--- src/rtl/seq_shift_add_multiplier.sv ---
// Unsigned sequential shift-and-add multiplier.
// One multiplier bit is retired per clock through a ripple chain of 1-bit
// Adder cells; the product is registered and a one-cycle done pulse follows.

// 1-bit full-adder cell used to build the partial-product ripple chain.
module Adder (
    input  logic i_a,
    input  logic i_b,
    input  logic i_cin,
    output logic o_sum,
    output logic o_cout
);
    assign o_sum  = i_a ^ i_b ^ i_cin;
    assign o_cout = (i_a & i_b) | (i_cin & (i_a ^ i_b));
endmodule

module seq_shift_add_multiplier #(
    parameter int WIDTH = 8
) (
    input  logic                 clk,
    input  logic                 rst,
    input  logic                 start,
    input  logic [WIDTH-1:0]     multiplicand,
    input  logic [WIDTH-1:0]     multiplier,
    output logic                 busy,
    output logic                 done,
    output logic [2*WIDTH-1:0]   product
);
    localparam int CW = $clog2(WIDTH + 1);

    typedef enum logic [1:0] {
        S_IDLE = 2'd0,
        S_RUN  = 2'd1,
        S_DONE = 2'd2
    } state_t;

    state_t               r_state;
    logic [WIDTH-1:0]     r_m;
    logic [WIDTH-1:0]     r_a;
    logic [WIDTH-1:0]     r_q;
    logic [CW-1:0]        r_count;
    logic                 r_busy;
    logic                 r_done;
    logic [2*WIDTH-1:0]   r_product;

    logic [WIDTH-1:0]     w_addend;
    logic [WIDTH-1:0]     w_sum;
    logic [WIDTH:0]       w_carry;
    logic [2*WIDTH-1:0]   w_next_aq;

    // Add M only when the current multiplier lsb is set; otherwise A passes through.
    assign w_addend   = r_q[0] ? r_m : '0;
    assign w_carry[0] = 1'b0;

    genvar gi;
    generate
        for (gi = 0; gi < WIDTH; gi++) begin : g_ripple
            Adder u_fa (
                .i_a    (r_a[gi]),
                .i_b    (w_addend[gi]),
                .i_cin  (w_carry[gi]),
                .o_sum  (w_sum[gi]),
                .o_cout (w_carry[gi+1])
            );
        end
    endgenerate

    // Shift {C,S,Q} right by one: the carry lands in the A msb so it is never lost,
    // and the retired multiplier lsb falls off the bottom.
    assign w_next_aq = {w_carry[WIDTH], w_sum, r_q[WIDTH-1:1]};

    // Control FSM with operand/accumulator datapath and registered outputs.
    // NOTE: every register here, datapath included, is cleared by reset so an
    // aborted operation leaves no stale partial product behind; all updates use
    // non-blocking assignments so each edge sees only the previous cycle's values.
    always_ff @(posedge clk or posedge rst) begin
        if (rst) begin
            r_state   <= S_IDLE;
            r_m       <= '0;
            r_a       <= '0;
            r_q       <= '0;
            r_count   <= '0;
            r_busy    <= 1'b0;
            r_done    <= 1'b0;
            r_product <= '0;
        end else begin
            case (r_state)
                S_IDLE: begin
                    r_done <= 1'b0;
                    if (start) begin
                        r_m     <= multiplicand;
                        r_q     <= multiplier;
                        r_a     <= '0;
                        r_count <= CW'(WIDTH);
                        r_busy  <= 1'b1;
                        r_state <= S_RUN;
                    end else begin
                        r_busy  <= 1'b0;
                    end
                end
                S_RUN: begin
                    r_a     <= w_next_aq[2*WIDTH-1:WIDTH];
                    r_q     <= w_next_aq[WIDTH-1:0];
                    r_count <= r_count - CW'(1);
                    if (r_count == CW'(1)) begin
                        r_product <= w_next_aq;
                        r_busy    <= 1'b0;
                        r_done    <= 1'b1;
                        r_state   <= S_DONE;
                    end
                end
                S_DONE: begin
                    r_done  <= 1'b0;
                    r_busy  <= 1'b0;
                    r_state <= S_IDLE;
                end
                default: begin
                    r_busy  <= 1'b0;
                    r_done  <= 1'b0;
                    r_state <= S_IDLE;
                end
            endcase
        end
    end

    assign busy    = r_busy;
    assign done    = r_done;
    assign product = r_product;

endmodule

--- config.mk ---
export PLATFORM = sky130hd
export DESIGN_NAME = seq_shift_add_multiplier
export DESIGN_NICKNAME = d
export VERILOG_FILES = /design/src/rtl/seq_shift_add_multiplier.sv
export SDC_FILE = /design/constraint.sdc
export NUM_CORES = 1
export LEC_CHECK = 0
export ABC_CLOCK_PERIOD_IN_PS = 3900
export CAP_MARGIN = 10
export CORE_AREA = 2 2 72 74
export CTS_CLUSTER_DIAMETER = 120
export CTS_CLUSTER_SIZE = 12
export DETAILED_ROUTE_END_ITERATION = 7
export DIE_AREA = 0 0 74 76
export GPL_TIMING_DRIVEN = 0
export PLACE_DENSITY_LB_ADDON = 0.12
export SLEW_MARGIN = 20
export SYNTH_ARGS = -nofsm -noshare
export SYNTH_HDL_FRONTEND = slang
export SYNTH_SLANG_ARGS = --single-unit
--- constraint.sdc ---
create_clock -name clk -period 3.9 [get_ports clk]
set_clock_uncertainty 0.2 [all_clocks]
set_input_delay 0.78 -clock clk [delete_from_list [all_inputs] [get_ports clk]]
set_output_delay 0.78 -clock clk [all_outputs]
set_load 0.03 [all_outputs]
==> results.sh <==
export IMPL_path_delay_family="adder cells"
export IMPL_hold_viol_final=0
export IMPL_synth_cells=182
export IMPL_clockBufferDepth=2
export IMPL_rows=26
export IMPL_status="completed"
export IMPL_layout_drive_gt1_share_pct=16.7
export IMPL_final_common_cell="dfrtp_1"
export IMPL_n_fill_cell=431
export IMPL_final_setup_tns_ns=0
export IMPL_grt_use_total_pct=17.5
export IMPL_synth_top_area_share_pct=55.2
export IMPL_area_delta_synth_final_pct=26.3
export IMPL_numCtsBuffers=5
export IMPL_n_antenna_cell=0
export IMPL_syn_cell_area_um2=2180
export IMPL_place_congestion=0.749
export IMPL_portBuffers=36
export IMPL_hold_path_class="register to register"
export IMPL_die_h_um=76
export IMPL_grt_max_degree=26
export IMPL_cp_cell_sequence="and2_1 -> ha_1 -> inv_1 -> fa_1 -> fa_2 -> fa_1 -> fa_1 -> fa_1 -> inv_1 -> fa_1 -> inv_1 -> fa_1 -> o21ai_0"
export IMPL_synth_area_leaders="dfrtp_1, mux2_2, fa_1"
export IMPL_fin_crit_sh_pct=95.4
export IMPL_setup_violations=0
export IMPL_grt_pass1_vias=1525
export IMPL_final_nets=255
export IMPL_syn_area_per_cell_um2=12.0
export IMPL_viasPerCell=4.93
export IMPL_yosysWarnings=0
export IMPL_crit_top_cell="fa_1"
export IMPL_synth_top_cell_by_area="dfrtp_1"
export IMPL_clock_sinks=48
export IMPL_gr_usage_met3_pct=4.50
export IMPL_use_met1_pct=23.8
export IMPL_drt_iter0_markers=101
export IMPL_dpl_hpwl_um=3100
export IMPL_core_area_um2=4910
export IMPL_worstMarginPinSlew_ns=0.711
export IMPL_vdd_drop_max_uv=323
export IMPL_power_leakage_uw=0.00116
export IMPL_cp_arrival_ns=3.69
export IMPL_wirelength_um=4390
export IMPL_cts_clk_slew_worst_paths_ns=0.08
export IMPL_initial_core_util_pct=44.3
export IMPL_worst_path_buf_inv=3
export IMPL_cts_tree="done"
export IMPL_wire_per_inst_um=14.8
export IMPL_worst_ep_required_time_ns=3.87
export IMPL_grt_util_met2_pct=27.0
export IMPL_final_cell_mix="dfrtp_1, clkdlybuf4s50_1, nand2_1"
export IMPL_max_cap_violations=0
export IMPL_drt_pass1_iterations=4
export IMPL_cpMaxStageDelayCell="fa_1"
export IMPL_crit_type="register to register"
export IMPL_cp_end_kind="register"
export IMPL_top_usage_layer="met2"
export IMPL_cts_root_buffer="clkbuf_8"
export IMPL_die_area_um2=5620
export IMPL_startpoint_type="register"
export IMPL_postRouteAntennaNets=0
export IMPL_overflow=0
export IMPL_fmax_mhz=269
export IMPL_synth_fp_nets=211
export IMPL_die_width_um=74
export IMPL_ios=37
export IMPL_crit_fanout=2
export IMPL_h_tree_depth=2
export IMPL_antenna_found_initial=0
export IMPL_report_final_slew_viol_count=0
export IMPL_pwr_density_cell_nw_per_um2=787
export IMPL_grt_pass1_wl_um=7460
export IMPL_route_detailed_drc=0
export IMPL_ys_types=30
export IMPL_total_power_uw=2160
export IMPL_synth_seq_cells=48
export IMPL_vias=1464
export IMPL_clk_insertion_delay_late_ns=0.30
export IMPL_rsz0062_at_grt="false"
export IMPL_max_stage_delay_ns=0.49
export IMPL_yosysSeqAreaShare_pct=55.2
export IMPL_maxSlewHeadroom_pct=52.5
export IMPL_timing_final_crit_period_ns=3.72
[registers in the layout, indices dropped and copies added (netlist names)]
name and flops:
r_a 8, r_state 2, r_m 8, busy 1
r_count 4, product 16, done 1, r_q 8
[layout make-up]
| class | count | area, um2 | area share (%) |
|---|---|---|---|
| Sequential cell | 48 | 1200 | 43.7 |
| Inverter | 14 | 52.6 | 1.91 |
| Timing Repair Buffer | 38 | 395 | 14.4 |
| Clock buffer | 8 | 90.1 | 3.28 |
| Multi-Input combinational cell | 111 | 848 | 30.9 |
| Buffer | 8 | 72.6 | 2.64 |
| Tap cell | 70 | 87.6 | 3.19 |
[layer usage]
layer / share of wire, % / vias up
met5: 0 / -
met4: 1.8 / 0
met3: 3.8 / 8
met2: 49 / 39
met1: 46 / 715
li1: - / 702
[timing repair]
item,4_1_cts,5_1_grt
hold buffers,0,0
resized for setup,1,1
setup buffers,1,0
setup endpoints to repair,6,1
[worst register-to-register path: cells and delay by family (launching register included)]
family / cells / cell delay [ns]
AO/OA/AOI/OAI: 1 / 0.09
buffers and inverters: 3 / 0.18
flip-flops: 1 / 0.36
AND/OR/NAND/NOR: 1 / 0.12
adder cells (fa/ha/maj): 8 / 2.65
[metrics by stage]
step           setup slack [ns]  util, %  hold slack (ns)  std cells  area (um2)
2_1_floorplan            0.0399        -            0.250        182        2180
3_3_place_gp             -0.294     53.4            0.264        288        2620
3_5_place_dp             -0.318     54.0            0.270        289        2650
4_1_cts                   0.111     55.9            0.289        297        2750
5_1_grt                  0.0266     56.0            0.313        297        2750
6_report                  0.179     56.0            0.285        297        2750
[path summary, 6_finish.rpt]
| path | start | endpoint | slack [ns] | cells after the start |
|---|---|---|---|---|
| max | r_q[0] | r_a[6] | 0.18 | 13 |
| min | r_a[2] | r_a[2] | 0.29 | 2 |
| max reg2reg | r_q[0] | r_a[6] | 0.18 | 13 |
| min reg2reg | r_a[2] | r_a[2] | 0.29 | 2 |
| max in group asynchronous | rst | r_m[6] | 2.34 | 3 |
| min in group asynchronous | rst | product[7] | 0.65 | 2 |
[synthesized netlist by cell type (all sizes together)]
| cell | instances |
|---|---|
| a21o | 1 |
| a21oi | 13 |
| a22o | 2 |
| a22oi | 7 |
| a31oi | 1 |
| and2 | 3 |
| and3b | 1 |
| buf | 5 |
| clkbuf | 4 |
| dfrtp | 48 |
| fa | 7 |
| ha | 3 |
| inv | 14 |
| mux2 | 18 |
| mux2i | 2 |
| nand2 | 22 |
| nand2b | 1 |
| nor2 | 5 |
| nor2b | 3 |
| nor3b | 2 |
| nor4 | 1 |
| o21ai | 17 |
| o21bai | 1 |
| or2 | 1 |
[report_power, final]
group	switching (uW)	internal, uW
registers	142	719
clock network	155	145
logic	536	468
[cell families (layout without fill, tap and decap cells)]
logic type / Yosys count / count (layout) / share of synthesized area [%]
AOI/OAI and AO/OA: 42 / 42 / 11.2
adders and majority gates: 10 / 10 / 8.17
buffers and inverters: 23 / 68 / 5.92
DFF: 48 / 48 / 55.2
and+or+nand+nor: 39 / 39 / 8.97
muxes: 20 / 20 / 10.6
Note: power is estimated with default switching activity, not from simulation.
